[config.mk]
export PLATFORM = sky130hd
export DESIGN_NAME = tile_fetch_seq
export DESIGN_NICKNAME = d
export VERILOG_FILES = /design/src/rtl/vdp_pkg.sv /design/src/rtl/tile_fetch_seq.sv
export SDC_FILE = /design/constraint.sdc
export NUM_CORES = 1
export LEC_CHECK = 0
export ABC_AREA = 1
export CORE_UTILIZATION = 37
export CTS_BUF_LIST = sky130_fd_sc_hd__clkbuf_4 sky130_fd_sc_hd__clkbuf_8
export DETAILED_ROUTE_END_ITERATION = 10
export HOLD_SLACK_MARGIN = 0.08
export PLACE_DENSITY = 0.72
export SYNTH_ARGS = -nofsm -noshare
export SYNTH_HDL_FRONTEND = slang
export SYNTH_SLANG_ARGS = --single-unit
[constraint.sdc]
create_clock -name clk_draw -period 5.94 [get_ports clk_draw]
set_input_delay 1.782 -clock clk_draw [delete_from_list [all_inputs] [get_ports clk_draw]]
set_output_delay 1.782 -clock clk_draw [all_outputs]
set_load 0.01 [all_outputs]
[src/rtl/vdp_pkg.sv]
`default_nettype none
// ============================================================================
// vdp_pkg : shared constants and request type for the tile background path
// Rev 1.0
// ============================================================================
package vdp_pkg;

  localparam int FETCHES_PER_LINE = 65;
  localparam int PIXELS_PER_FETCH = 8;
  localparam int MAP_W_LOG2       = 5;

  typedef enum logic [0:0] {
    IDLE  = 1'b0,
    FETCH = 1'b1
  } fetch_state_t;

  typedef struct packed {
    logic [MAP_W_LOG2-1:0] map_x;
    logic [MAP_W_LOG2-1:0] map_y;
    logic [2:0]            row;
    logic                  col;
    logic [11:0]           lb_x;
    logic                  first;
  } tile_fetch_t;

endpackage
`default_nettype wire

[src/rtl/tile_fetch_seq.sv]
`default_nettype none
// ============================================================================
// tile_fetch_seq : per-line tile map fetch sequencer with scroll and
//                  valid/ready throttling, clocked in the draw domain
// Rev 1.0
// ============================================================================
module tile_fetch_seq
  import vdp_pkg::*;
#(
  parameter int CORDW   = 11,
  parameter int FETCHES = FETCHES_PER_LINE
) (
  input  logic             clk_draw,
  input  logic             rst_draw,
  input  logic             line_start,
  input  logic             frame_start,
  input  logic [CORDW-1:0] sy,
  input  logic [8:0]       scroll_x,
  input  logic [8:0]       scroll_y,
  input  logic             fetch_ready,
  output logic             fetch_valid,
  output logic [4:0]       tile_map_x,
  output logic [4:0]       tile_map_y,
  output logic [2:0]       tile_row,
  output logic             tile_col,
  output logic [11:0]      lb_x,
  output logic             line_first,
  output logic             busy,
  output logic             done,
  output logic             overrun
);

  localparam int F_W = $clog2(FETCHES);

  fetch_state_t state_q, state_d;
  logic [F_W-1:0] f_q, f_d;
  logic [5:0]     sx_coarse_q, sx_coarse_d;
  logic [2:0]     sx_fine_q, sx_fine_d;
  logic [8:0]     scroll_x_sh_q, scroll_x_sh_d;
  logic [8:0]     scroll_y_sh_q, scroll_y_sh_d;
  tile_fetch_t    req_q, req_d;
  logic           done_q, done_d;
  logic           overrun_q, overrun_d;

  logic [8:0] eff_sx;
  logic [8:0] eff_sy;
  logic [8:0] ly;
  logic [5:0] c;
  logic       final_hs;

  always_comb begin
    state_d       = state_q;
    f_d           = f_q;
    sx_coarse_d   = sx_coarse_q;
    sx_fine_d     = sx_fine_q;
    scroll_x_sh_d = scroll_x_sh_q;
    scroll_y_sh_d = scroll_y_sh_q;
    req_d         = req_q;
    done_d        = 1'b0;
    overrun_d     = 1'b0;

    // A coincident frame_start bypasses the shadow so this line sees the new scroll
    eff_sx   = frame_start ? scroll_x : scroll_x_sh_q;
    eff_sy   = frame_start ? scroll_y : scroll_y_sh_q;
    ly       = sy[8:0] + eff_sy;
    final_hs = (state_q == FETCH) && fetch_ready && (f_q == F_W'(FETCHES - 1));

    if (frame_start) begin
      scroll_x_sh_d = scroll_x;
      scroll_y_sh_d = scroll_y;
    end

    if (line_start) begin
      state_d     = FETCH;
      f_d         = '0;
      sx_coarse_d = eff_sx[8:3];
      sx_fine_d   = eff_sx[2:0];
      req_d.map_y = ly[8:4];
      req_d.row   = ly[3:1];
      overrun_d   = (state_q == FETCH) && !final_hs;
    end else if ((state_q == FETCH) && fetch_ready) begin
      if (final_hs) begin
        state_d = IDLE;
        done_d  = 1'b1;
      end else begin
        f_d = f_q + F_W'(1);
      end
    end

    // Request fields are computed from the next index so every output is a flop
    c = sx_coarse_d + 6'(f_d);
    if (state_d == FETCH) begin
      req_d.map_x = c[5:1];
      req_d.col   = c[0];
      req_d.lb_x  = 12'(f_d) * 12'(PIXELS_PER_FETCH) - 12'(sx_fine_d);
      req_d.first = (f_d == '0);
    end
  end

  always_ff @(posedge clk_draw or posedge rst_draw) begin
    if (rst_draw) begin
      state_q       <= IDLE;
      f_q           <= '0;
      sx_coarse_q   <= '0;
      sx_fine_q     <= '0;
      scroll_x_sh_q <= '0;
      scroll_y_sh_q <= '0;
      req_q         <= '0;
      done_q        <= 1'b0;
      overrun_q     <= 1'b0;
    end else begin
      state_q       <= state_d;
      f_q           <= f_d;
      sx_coarse_q   <= sx_coarse_d;
      sx_fine_q     <= sx_fine_d;
      scroll_x_sh_q <= scroll_x_sh_d;
      scroll_y_sh_q <= scroll_y_sh_d;
      req_q         <= req_d;
      done_q        <= done_d;
      overrun_q     <= overrun_d;
    end
  end

  assign fetch_valid = (state_q == FETCH);
  assign busy        = (state_q == FETCH);
  assign tile_map_x  = req_q.map_x;
  assign tile_map_y  = req_q.map_y;
  assign tile_row    = req_q.row;
  assign tile_col    = req_q.col;
  assign lb_x        = req_q.lb_x;
  assign line_first  = req_q.first;
  assign done        = done_q;
  assign overrun     = overrun_q;

  // Rows are doubled, so ly[0] and the upper screen-line bits never select anything
  logic unused_bits;
  if (CORDW > 9) begin : g_sy_hi
    assign unused_bits = ^{sy[CORDW-1:9], ly[0]};
  end else begin : g_sy_narrow
    assign unused_bits = ly[0];
  end

endmodule
`default_nettype wire
==> impl_metrics.csv <==
group,metric,value,unit
cts,clk_latency,0.34,ns
detailed_routing,wirelength,7776,µm
logic_synthesis,syn-cell-area,3331,µm²
pwr,leakagePower,2.131,nW
global_route,grt_pass1_vias,2865,
worst_setup_path,cp_top_family,"buffers and inverters",
worst_setup_path,start_kind,"input pin",
cts,clock-sinks,63,
global_route,overflow,0,
placement,dp_hpwl,5636,µm
worst_setup_path,cp-end-kind,"flip-flop",
sta,fin_worst_skew,0.007138,ns
pwr,ir_drop,128.4,µV
sta,rsz0062_at_grt,"false",
worst_setup_path,worst_path_most_repeated_cell,"or2_2",
worst_setup_path,worstReg2RegEnd,"tile_map_x[3]$_DFFE_PP0P_",
layout,fillCellCount,840,
logic_synthesis,synth_cell_types,34,
cts,cts_root_buf,"clkbuf_8",
placement,io_buffer_count,62,
layout,fin_util,48.28,%
worst_setup_path,crit_required,6.18,ns
global_route,grt_pass1_wl,13160,µm
sta,period_share,67.50,%
worst_setup_path,critPathMaxFanout,19,
floorplan,die_area,9386,µm²
layout,design_area,4210,µm²
floorplan,initial_utilization,38.19,%
detailed_routing,vias_per_cell,4.864,
cts,cts_buffer_depth,2,
layout,drive_gt1_share,9.474,%
worst_setup_path,timing.rr.start,"f_q[0]$_DFF_PP0_",
detailed_routing,drc,0,
global_route,antenna_found_initial,0,
sta,fmax,0.2494,GHz
worst_setup_path,rr_worst_depth,16,
sta,setup_viol,0,
min_path,min_from,"scroll_x_sh_q[7]$_DFF_PP0_",
cts,cts_setup_buffers,0,
min_path,worstHoldPathCells,2,
cts,clk_pin_slew_worst_paths,0.07,ns
cts,ctsHoldBuffers,0,
sta,relSlewSlack,53.24,%
global_route,grt_max_degree,57,
cts,cts_buffers,9,
logic_synthesis,ys_ff_latch,63,
detailed_routing,wl_per_cell,13.34,µm
worst_setup_path,reg2reg_slack,3.47,ns
logic_synthesis,syn-num-nets,458,
layout,seq_area,1577,µm²
global_route,grt.total_usage,17.45,%
run,maxCapViolations,0,
cts,ctsResizeCount,0,
worst_setup_path,slowest_delay,0.45,ns
floorplan,ios,65,
worst_setup_path,path_cells,"clkdlybuf4s50_1 > buf_4 > inv_4 > or2_2 > o21ai_0 > fa_1 > inv_1 > a31oi_1 > o211ai_1 > or2_2 > nand3_1 > nand2_1",
sta,final-hold-violation-count,0,
logic_synthesis,syn_inst,408,
detailed_routing,drt-initial-drc-count,145,
layout,multiInputGateArea,1484,µm²
sta,worst_pin_slew,0.7014,ns
sta,final.setup.tns,0,ns
detailed_routing,postRouteAntennaNets,0,
layout,layout.nets,522,
worst_setup_path,slowest_stage,"clkdlybuf4s50_1",
logic_synthesis,yosys_warnings,0,
min_path,hold_end,"scroll_x_sh_q[7]$_DFF_PP0_",
cts,ctsHtreeMaxLevel,3,
logic_synthesis,synth.avg_cell_area,8.163,µm²
detailed_routing,dr_total_vias,2836,
floorplan,design.core.area,8721,µm²
worst_setup_path,cp.arrival,4.25,ns
min_path,hold_path.class,"reg -> reg",
pwr,pwr_density_cell,278.0,nW/µm²
floorplan,die_h,96.88,µm
sta,post-route-min-period,4.010,ns
layout,area_delta_synth_final,26.41,%
detailed_routing,firstDrtPassIters,5,
cts,cts_tree,"done",
placement,place.gp.congestion,0.8855,
worst_setup_path,worstSetupPathType,"in -> reg",
floorplan,die_w,96.88,µm
worst_setup_path,crit_buf_inv,4,
logic_synthesis,yosysSeqAreaShare,47.33,%
floorplan,rows,34,
run_status,run_status,"finished, final reports clean",
sta,drv_slew,0,
layout,diodes,0,
placement,placed_cell_area,4025,µm²
==> metrics by stage <==
stage | instances | setup WS [ns] | hold WS [ns] | total power, mW
5_1_grt | 583 | 1.761 | 0.5036 | 1.236
2_1_floorplan | 408 | 2.354 | 0.4365 | 0.6771
6_report | 583 | 1.930 | 0.4715 | 1.171
3_5_place_dp | 569 | 1.593 | 0.4565 | 0.8125
4_1_cts | 583 | 1.952 | 0.4723 | 1.180
3_3_place_gp | 569 | 1.609 | 0.4488 | 0.8037
==> cell type report <==
class                           count  area share [%]
Sequential cell                    63           37.44
Multi-Input combinational cell    284           35.25
Timing Repair Buffer               65           15.27
Inverter                           49           4.428
Clock buffer                       10           3.269
Tap cell                          108           3.210
Clock inverter                      4           1.129
==> kinds of logic after synthesis <==
kind of cell	share of synthesized area, %
AO/OA/AOI/OAI	8.753
buffers and inverters	8.114
adder cells (fa/ha/maj)	6.461
AND/OR/NAND/NOR	28.02
XOR/XNOR	1.315
flip-flops	47.33
==> state kept, by name (all words and copies together) (netlist names), 3 cells and up <==
register / count
sx_coarse_q: 6
tile_map_x: 5
f_q: 7
tile_map_y: 5
lb_x: 11
scroll_y_sh_q: 9
tile_row: 3
sx_fine_q: 3
scroll_x_sh_q: 9
==> routing by layer <==
metal | track usage, % | wire, µm
met1 | 22.60 | 3544
met2 | 28.01 | 3811
met3 | 3.107 | 269
met4 | 8.840 | 151
met5 | 0 | 0
==> tightest hold or removal path, cell delays in order (launching register included) <==
cell,delay [ns]
dfrtp_1,0.33
nand2_1,0.06
nand2_1,0.05
==> synth_stat cells <==
master	count	area, µm²
nand2_2	4	25.02
nand2_1	139	521.8
o31ai_1	1	7.510
o21a_1	1	7.510
clkinv_1	1	3.750
a21oi_2	1	8.760
buf_6	3	33.78
a21oi_1	10	50.05
o21ai_0	13	65.06
nor3_1	1	5.000
or2_2	6	37.54
nand2_4	1	11.26
nand3b_1	1	7.510
inv_1	46	172.7
xor2_1	3	26.28
clkbuf_1	4	15.01
nor2_1	21	78.83
o21ai_1	9	45.04
nor2_4	1	11.26
o211ai_1	1	7.510
nand3_1	25	125.1
nand4_1	7	43.79
a31oi_1	9	56.30
ha_1	14	175.2
inv_2	1	3.750
o21ai_2	5	43.79
inv_4	1	6.260
nand3_2	6	60.06
dfrtp_1	63	1577
buf_4	4	30.03
buf_2	1	5.000
xnor2_1	2	17.52
fa_1	2	40.04
nor2_2	1	6.260
==> where the power goes <==
part / switching (mW) / internal [mW] / total (mW)
sequential: 0.0290 / 0.484 / 0.513
clock: 0.166 / 0.199 / 0.365
combinational: 0.152 / 0.141 / 0.292
==> placed cells by master (no fill, tap or decap) <==
cell             synthesis  layout
a21oi_1                 10      10
a21oi_2                  1       1
a31oi_1                  9       9
buf_4                    4       3
bufinv_16                0       1
clkbuf_8                 0      10
clkdlybuf4s50_1          0      62
clkinv_1                 1       1
clkinv_2                 0       2
clkinvlp_4               0       1
dfrtp_1                 63      63
fa_1                     2       2
ha_1                    14      14
inv_1                   46      45
inv_2                    1       2
inv_4                    1       1
nand2_1                139     139
nand2_2                  4       4
nand2_4                  1       1
nand3_1                 25      25
nand3_2                  6       6
nand3b_1                 1       1
nand4_1                  7       7
nor2_1                  21      21
nor2_2                   1       1
nor2_4                   1       1
nor3_1                   1       1
o211ai_1                 1       1
o21a_1                   1       1
o21ai_0                 13      13
o21ai_1                  9       9
o21ai_2                  5       5
o31ai_1                  1       1
or2_2                    6       6
xnor2_1                  2       2
xor2_1                   3       3
==> worst max path at each step <==
stage	startpoint	slack, ns	depth (start not counted)	endpoint
2_1_floorplan	frame_start	2.35	13	tile_map_y[4]$_DFFE_PP0P_
3_3_place_gp	frame_start	1.61	12	tile_map_y[4]$_DFFE_PP0P_
3_5_place_dp	frame_start	1.59	12	tile_map_y[4]$_DFFE_PP0P_
4_1_cts	frame_start	1.95	12	tile_map_y[4]$_DFFE_PP0P_
5_1_grt	frame_start	1.76	12	tile_map_y[4]$_DFFE_PP0P_
6_report	frame_start	1.93	12	tile_map_y[4]$_DFFE_PP0P_
Note: power is estimated with default switching activity, not from simulation.
